$ cat config.mk
export PLATFORM = sky130hd
export DESIGN_NAME = mem_port_arbiter
export DESIGN_NICKNAME = d
export VERILOG_FILES = /design/src/rtl/mem_port_arbiter_pkg.sv /design/src/rtl/mem_port_arbiter_mux16.sv /design/src/rtl/mem_port_arbiter.sv
export SDC_FILE = /design/constraint.sdc
export NUM_CORES = 1
export LEC_CHECK = 0
export CORE_ASPECT_RATIO = 1.1
export CORE_MARGIN = 4
export CORE_UTILIZATION = 40
export DETAILED_ROUTE_END_ITERATION = 10
export MAX_ROUTING_LAYER = met4
export PLACE_DENSITY = 0.88
export SLEW_MARGIN = 20
export SYNTH_ARGS = -nofsm -noshare
export SYNTH_HDL_FRONTEND = slang
export SYNTH_SLANG_ARGS = --single-unit
export TNS_END_PERCENT = 10
$ cat constraint.sdc
create_clock -name clk -period 2.6 [get_ports clk]
set_clock_uncertainty 0.1 [all_clocks]
set_input_delay 0.52 -clock clk [delete_from_list [all_inputs] [get_ports clk]]
set_output_delay 0.52 -clock clk [all_outputs]
set_load 0.01 [all_outputs]
$ cat src/rtl/mem_port_arbiter_pkg.sv
// Shared types and defaults for the two-requester RAM port arbiter.
package mem_port_arbiter_pkg;
    localparam int DEF_ADDR_W = 15;
    localparam int DEF_DATA_W = 16;
    localparam int CNT_W      = 2;

    typedef enum logic [1:0] {
        ST_IDLE   = 2'd0,
        ST_ACCESS = 2'd1,
        ST_WAIT   = 2'd2
    } state_e;
endpackage

$ cat src/rtl/mem_port_arbiter_mux16.sv
// Gate-level 2:1 mux, W bits with a common select (16 by default, trimmed for addresses).
module mux16 #(
    parameter int W = 16
) (
    input  logic         sel,
    input  logic [W-1:0] a,
    input  logic [W-1:0] b,
    output logic [W-1:0] y
);
    logic nsel;

    not u_inv (nsel, sel);

    for (genvar i = 0; i < W; i++) begin : g_bit
        logic ta, tb;
        and u_a (ta, a[i], nsel);
        and u_b (tb, b[i], sel);
        or  u_o (y[i], ta, tb);
    end
endmodule

$ cat src/rtl/mem_port_arbiter.sv
// Round-robin arbiter sharing one single-ported RAM between the CPU data port (0)
// and the UART loader (1); single-beat req/ack transactions.
module mem_port_arbiter
    import mem_port_arbiter_pkg::*;
#(
    parameter int ADDR_W = DEF_ADDR_W,
    parameter int DATA_W = DEF_DATA_W,
    parameter int RD_LAT = 1
) (
    input  logic              clk,
    input  logic              rst,
    input  logic              req0,
    input  logic              req1,
    input  logic              we0,
    input  logic              we1,
    input  logic [ADDR_W-1:0] addr0,
    input  logic [ADDR_W-1:0] addr1,
    input  logic [DATA_W-1:0] wdata0,
    input  logic [DATA_W-1:0] wdata1,
    output logic              ack0,
    output logic              ack1,
    output logic [DATA_W-1:0] rdata,
    output logic [ADDR_W-1:0] mem_addr,
    output logic [DATA_W-1:0] mem_wdata,
    output logic              mem_we,
    input  logic [DATA_W-1:0] mem_rdata
);
    state_e             state_q, state_d;
    logic               owner_q, owner_d;
    logic               last_q, last_d;
    logic [CNT_W-1:0]   cnt_q, cnt_d;
    logic [ADDR_W-1:0]  addr_q, addr_d;
    logic [DATA_W-1:0]  wdata_q, wdata_d;
    logic [DATA_W-1:0]  rdata_q, rdata_d;
    logic [ADDR_W-1:0]  addr_mux;
    logic [DATA_W-1:0]  wdata_mux;
    logic               we_sel, in_access, ack, rd_done;

    mux16 #(.W(DATA_W)) u_wdata_mux (.sel(owner_q), .a(wdata0), .b(wdata1), .y(wdata_mux));
    mux16 #(.W(ADDR_W)) u_addr_mux  (.sel(owner_q), .a(addr0),  .b(addr1),  .y(addr_mux));

    assign we_sel    = owner_q ? we1 : we0;
    assign in_access = (state_q == ST_ACCESS);

    always_comb begin
        state_d = state_q;
        owner_d = owner_q;
        last_d  = last_q;
        cnt_d   = cnt_q;
        ack     = 1'b0;
        rd_done = 1'b0;
        case (state_q)
            ST_IDLE: begin
                if (req0 || req1) begin
                    owner_d = (req0 && req1) ? ~last_q : req1;
                    state_d = ST_ACCESS;
                end
            end
            ST_ACCESS: begin
                if (we_sel) begin
                    ack     = 1'b1;
                    last_d  = owner_q;
                    state_d = ST_IDLE;
                end else if (RD_LAT == 1) begin
                    ack     = 1'b1;
                    rd_done = 1'b1;
                    last_d  = owner_q;
                    state_d = ST_IDLE;
                end else begin
                    cnt_d   = CNT_W'(RD_LAT - 1);
                    state_d = ST_WAIT;
                end
            end
            ST_WAIT: begin
                // The cycle whose decrement reaches zero is the ack cycle.
                cnt_d = cnt_q - 1'b1;
                if (cnt_q == CNT_W'(1)) begin
                    ack     = 1'b1;
                    rd_done = 1'b1;
                    last_d  = owner_q;
                    state_d = ST_IDLE;
                end
            end
            default: state_d = ST_IDLE;
        endcase
    end

    // Shared port follows the mux only while ACCESS; otherwise it holds the last address/data.
    always_comb begin
        addr_d  = in_access ? addr_mux  : addr_q;
        wdata_d = in_access ? wdata_mux : wdata_q;
        rdata_d = rd_done   ? mem_rdata : rdata_q;
    end

    always_ff @(posedge clk or posedge rst) begin
        if (rst) begin
            state_q <= ST_IDLE;
            owner_q <= 1'b0;
            last_q  <= 1'b1;
            cnt_q   <= '0;
            addr_q  <= '0;
            wdata_q <= '0;
            rdata_q <= '0;
        end else begin
            state_q <= state_d;
            owner_q <= owner_d;
            last_q  <= last_d;
            cnt_q   <= cnt_d;
            addr_q  <= addr_d;
            wdata_q <= wdata_d;
            rdata_q <= rdata_d;
        end
    end

    assign ack0      = ack & ~owner_q;
    assign ack1      = ack &  owner_q;
    assign mem_we    = in_access & we_sel;
    assign mem_addr  = in_access ? addr_mux  : addr_q;
    assign mem_wdata = in_access ? wdata_mux : wdata_q;
    assign rdata     = rd_done   ? mem_rdata : rdata_q;
endmodule

Word-level counts from Yosys, hierarchy flattened
Cells that the tools add are included.
- add/sub/neg operators: 1
- divide/modulo/power cells: 0
- reduce and logical (&&, ||, !) cells: 7
- multiplexer cells: 14
- shift operators: 0
- $lt $le $gt $ge: 0
- multipliers: 0
- bitwise operators: 98
- eq/ne operators: 5
- operators with widths (cell ; number):
    1-bit AND ; 65
    16-bit 2-to-1 mux ; 2
    1-bit OR ; 31
    15-bit 2-to-1 mux ; 1
    1-bit case mux with 2 select lines ; 3
    2-bit AND reduction ; 3
    1-bit 2-to-1 mux ; 5
    2-bit by 1-bit equality test with 1-bit output (second input constant) ; 2
    2-bit 2-to-1 mux ; 2
    2-bit inequality test (second input constant) ; 2
    2-bit case mux with 2 select lines ; 1
    2-bit equality test (second input constant) ; 1
    2-bit zero test ; 1
    1-bit NOT ; 2
    2-bit nonzero test ; 1
    2-bit by 1-bit subtractor with 2-bit output (second input constant) ; 1
    1-bit logical AND ; 1
    1-bit logical OR ; 1
- word-level logic and storage cells: 132
- bits in latches: 0
- memories kept: 0
- memory bits (read-only): 0
- bits in writable memories: 0
- flip-flop bits (word level): 53

Longest topological paths before layout
- depth in word-level cells: 4
- mapped depth: 5
- mapped depth without buffers: 3

By module
From an unflattened synthesis, not the netlist that was laid out.
- cells, all modules: 150
- area total of the unflattened synthesis: 2411.1 µm²
- modules (own cells, without submodules) (module ; cells each ; area an instance (µm²) ; seq. area each (µm²) ; times used):
    mem_port_arbiter ; 115 ; 1924.3 ; 1252.5 ; 1
    mux16 at u_wdata_mux ; 18 ; 249.0 ; 0.0 ; 1
    mux16 at u_addr_mux ; 17 ; 237.7 ; 0.0 ; 1

Worst setup path after synthesis
Ideal clock, no wire load.
- path type: register to output
- from: register owner_q
- to: output port rdata[10]
- buffers on the path: 2
- slack: 707 ps
- arrival: 1273 ps
- stages on the path, launching flop included: 6
- path through: dfrtp_1 -> buf_6 -> mux2i_4 -> nand2_4 -> buf_6 -> mux2_4
- word-level cells in the longest chain between the ends: 4
- ends and longest elaborated chain (element ; line ; text):
    from (decl) ; mem_port_arbiter.sv:29 ; logic owner_q, owner_d;
    from (signal assigned) ; mem_port_arbiter.sv:106 ; owner_q <= owner_d;
    1-bit 2-to-1 mux ; mem_port_arbiter.sv:42 ; assign we_sel = owner_q ? we1 : we0;
    1-bit 2-to-1 mux ; mem_port_arbiter.sv:60 ; if (we_sel) begin
    1-bit case mux with 2 select lines ; mem_port_arbiter.sv:52 ; case (state_q)
    16-bit 2-to-1 mux ; mem_port_arbiter.sv:120 ; assign rdata = rd_done ? mem_rdata : rdata_q;
    to (decl) ; mem_port_arbiter.sv:22 ; output logic [DATA_W-1:0] rdata,
No other way between the ends.

Worst setup path in the final report
- from: register owner_q
- to: output port mem_addr[11]
- word-level cells in the longest chain between the ends: 4
- ends and longest elaborated chain (element ; line ; text):
    1-bit NOT ; mem_port_arbiter_mux16.sv:12 ; not u_inv (nsel, sel);
    1-bit AND ; mem_port_arbiter_mux16.sv:16 ; and u_a (ta, a[i], nsel);
    1-bit OR * ; mem_port_arbiter_mux16.sv:18 ; or u_o (y[i], ta, tb);
    15-bit 2-to-1 mux * ; mem_port_arbiter.sv:118 ; assign mem_addr = in_access ? addr_mux : addr_q;
    to (decl) ; mem_port_arbiter.sv:23 ; output logic [ADDR_W-1:0] mem_addr,
Mark *: on every way between the ends. The rest lies on a longest branch, timed or not.

==> impl_results.md <==
- Run status: finished clean
- Placement Rows: 28
- Critical Path RT: 1980 ps
- Starting DRC count in detailed routing: between 40 and 50
- Overall die area: 6760 um^2
- Power share of the clock group: 0.193
- Reg-to-Reg Start: owner_q$_DFFE_PP0P_
- Hpwl dp: 4820 um
- Dominant cell by count in the synthesized netlist: dfrtp_1
- Clock Tree Root: clkbuf_8
- Primary flip-flop cell chosen by synthesis mapping: dfrtp_1
- Critical Path Source Type: flip-flop
- Setup CP Type: reg -> out
- Slowest library cell on the worst path: clkdlybuf4s50_1
- Shortest period the worst path allows: 2530 ps
- Remaining Overflow, GRT: 0
- Storage cell area: 1250 um^2
- Final period util: 0.974
- Peak supply drop: 0.541 mV
- Area fraction of the dominant cell type after synthesis: 0.556
- Number of library cell types mapped by synthesis: 17
- Worst path top cell family by delay: buffers and inverters
- Sum of internal, switching and leakage power: 2800 uW
- Clock tree from TritonCTS: done
- Post-CTS clock slew at the launch and capture registers of the worst setup and hold paths: 90 ps
- Fraction of registers with async set or reset after synthesis: 1.00
- Number of instances in the synthesized netlist: ~180
- Internal Dissipation: 1960 uW
- Fraction of power spent switching nets: 0.302
- Combined buffer and inverter count along the critical path: 2
- Vias in the first global route: 2,059
- Worst EP arrival: 1910 ps
- RSZ-0062 raised after global routing: true
- Average detailed-routed wire length per instance: 15.8 um
- Part of the power in registers: 0.379
- Area growth from synthesis to layout: 72.9%
- Weighted congestion reported at the end of routability-driven placement: 0.673
- Final-report max-slew violation count: 0
- Final setup violation count: 0
- Final setup margin: 67.8 ps
- Initial core utilization: 0.411
- Fmax: between 300 and 400 MHz
- Area of the core region: 5360 um^2
- Final net count: 410
- Switching component of the power: 846 uW
- # IOs: between 100 and 150
- Routed vias: 1,901
- Synth area leaders: dfrtp_1, mux2i_1, a21oi_1
- Number of non-filler instances in the completed layout: 402
- Final hold slack: 400 ps
- Combinational power share: 0.428
- Number of synthesized flops with an enable pin: 0
- Overall Global Routing Usage: 0.196
- Combined area of the multi-input logic cells: 907 um^2
- Count of port buffers added during placement: ~130
- Type of the most critical hold path: reg -> reg
- Number of nets produced by synthesis: about 270
- CP cell instances: buf_6, mux2i_1, a21oi_1, clkdlybuf4s50_1
- Part of the Yosys area used for sequential elements: 0.568
- Worst Tran Pin Value: 503 ps
- Highest net fanout along the worst path: 13
- Post-synth top cells: dfrtp_1, nor2_1, a21oi_1, mux2i_1, mux2_4
- Number of synthesized register bits: 50
- Worst-case setup slack after placement: -316 ps
- LEAKAGE: approximately 0.0017 uW
- Total Routed Length: about 6400 um
- Slew Limit Headroom: 0.664
- Util after Layout: 0.711
- Delay of the slowest cell on the worst path: 610 ps
- Count of warnings emitted by yosys: 0
- Cells after DPL: 385
- Pin count of the biggest net entering global routing: 36
- CTS sink count: 50
- Pre-antenna DRT Iters: 4
- Number of remaining DRC errors: 0
- Post-synthesis instance area: 2200 um^2
- Via density per instance: 4.73
- Antenna violations before repair: 0
- Residual antenna-violating net count after detailed routing: 0
- Filler instances: 392
- Final hold violation count: 0
- First-pass GRT wire length: 9960 um
- Number of buffers created by CTS: 5
- Die Span X: 78.8 um
- P per Cell Area: 735 nW/um^2
- Setup crit end kind: output pin
- Die extent in y: 85.9 um
- Cell taking the most area after synthesis: dfrtp_1
- Worst setup path startpoint: owner_q$_DFFE_PP0P_
- Worst Hold Launch: rdata_q[2]$_DFF_PP0_
- Ratio of cells with drive above 1 in the final layout: 0.147
- Max Buffers Root-to-Sink: 2
- Number of H-tree levels: 2
- Number of antenna cells inserted: 0
- Synthesized area divided by synthesized cell count: approximately 12 um^2
- Maxcap violations: 0
- Hold-fix buffers, CTS: 0
- Clock Latency Late Sink: around 310 ps
-- repair_timing --
item	4_1_cts	5_1_grt
resized for setup	25	29
gates cloned	1	0
endpoints found under the setup margin	32	39
pin swaps	2	1
buffers inserted	6	2
-- area by class of cell --
cell class | instances | area share
clock buffers | 6 | 0.0190
well taps | 75 | 0.0246
clock inverters | 2 | 0.00985
repair buffers | 146 | 0.377
inverters | 2 | 0.00197
flip-flops and latches | 50 | 0.329
multi-input cells | 121 | 0.238
-- cells by family after synthesis --
kind of cell           share of synthesized area
AOI/OAI and AO/OA                         0.0783
DFF                                        0.568
buffers and inverters                     0.0329
and+or+nand+nor                           0.0709
muxes                                      0.250
-- worst register-to-register path, cell delays in order (launching register included) --
cell and delay [ps]:
dfrtp_2 450, mux2i_4 330, nand2_4 120, buf_4 170, mux2_4 300
-- layout by cell type (no fill, tap or decap), types with 2 or more instances in the layout --
master,netlist,final
dlymetal6s2s_1,0,3
buf_4,0,7
dlygate4sd2_1,0,3
buf_12,0,2
dfrtp_2,0,2
clkdlybuf4s15_1,0,5
mux2i_1,31,31
nand2_1,2,2
nor2_1,35,35
mux2_1,6,5
a21oi_1,31,30
mux2_4,10,11
buf_6,2,3
clkbuf_2,0,8
clkdlybuf4s50_1,0,113
clkbuf_8,0,5
dfrtp_1,49,47
-- worst paths after layout --
| check | endpoint | slack [ps] | cells after the start |
|---|---|---|---|
| setup / recovery | mem_addr[11] | 70 | 4 |
| hold / removal | rdata_q[2]$_DFF_PP0_ | 400 | 1 |
| setup reg to reg | rdata_q[7]$_DFF_PP0_ | 1010 | 4 |
| hold reg to reg | rdata_q[2]$_DFF_PP0_ | 400 | 1 |
| max in group asynchronous | last_q$_DFFE_PP1P_ | 1350 | 3 |
| min in group asynchronous | wdata_q[8]$_DFF_PP0_ | 460 | 2 |
-- registers in the layout, indices dropped and copies added (netlist names) --
name     flops
owner_q      1
rdata_q     16
state_q      1
wdata_q     16
addr_q      15
last_q       1
-- power groups by stage --
stage          Sequential [uW]  Clock, uW  Combinational (uW)
6_report                  1060        541                1200
2_1_floorplan             1050          0                 593
3_5_place_dp              1070          0                1210
3_3_place_gp              1070          0                1180
4_1_cts                   1060        557                1200
5_1_grt                   1080        593                1290
-- metrics by stage --
stage | setup TNS [ps] | instance area [um^2]
2_1_floorplan | 0 | 2200
3_5_place_dp | -4500 | 3620
5_1_grt | -70.0 | 3810
3_3_place_gp | -3270 | 3620
4_1_cts | -7.83 | 3790
6_report | 0 | 3810
-- per-layer routing --
metal / vias up / part of all wire / track usage / wire (um)
met2: 83 / 0.54 / 0.341 / 3440
met3: 10 / 0.068 / 0.0567 / 432
met4: 0 / 0.019 / 0.0588 / 123
met5: - / 0 / - / 0
met1: 900 / 0.37 / 0.216 / 2370
li1: 908 / - / - / -
No activity file was read; power rests on OpenSTA's default activity.
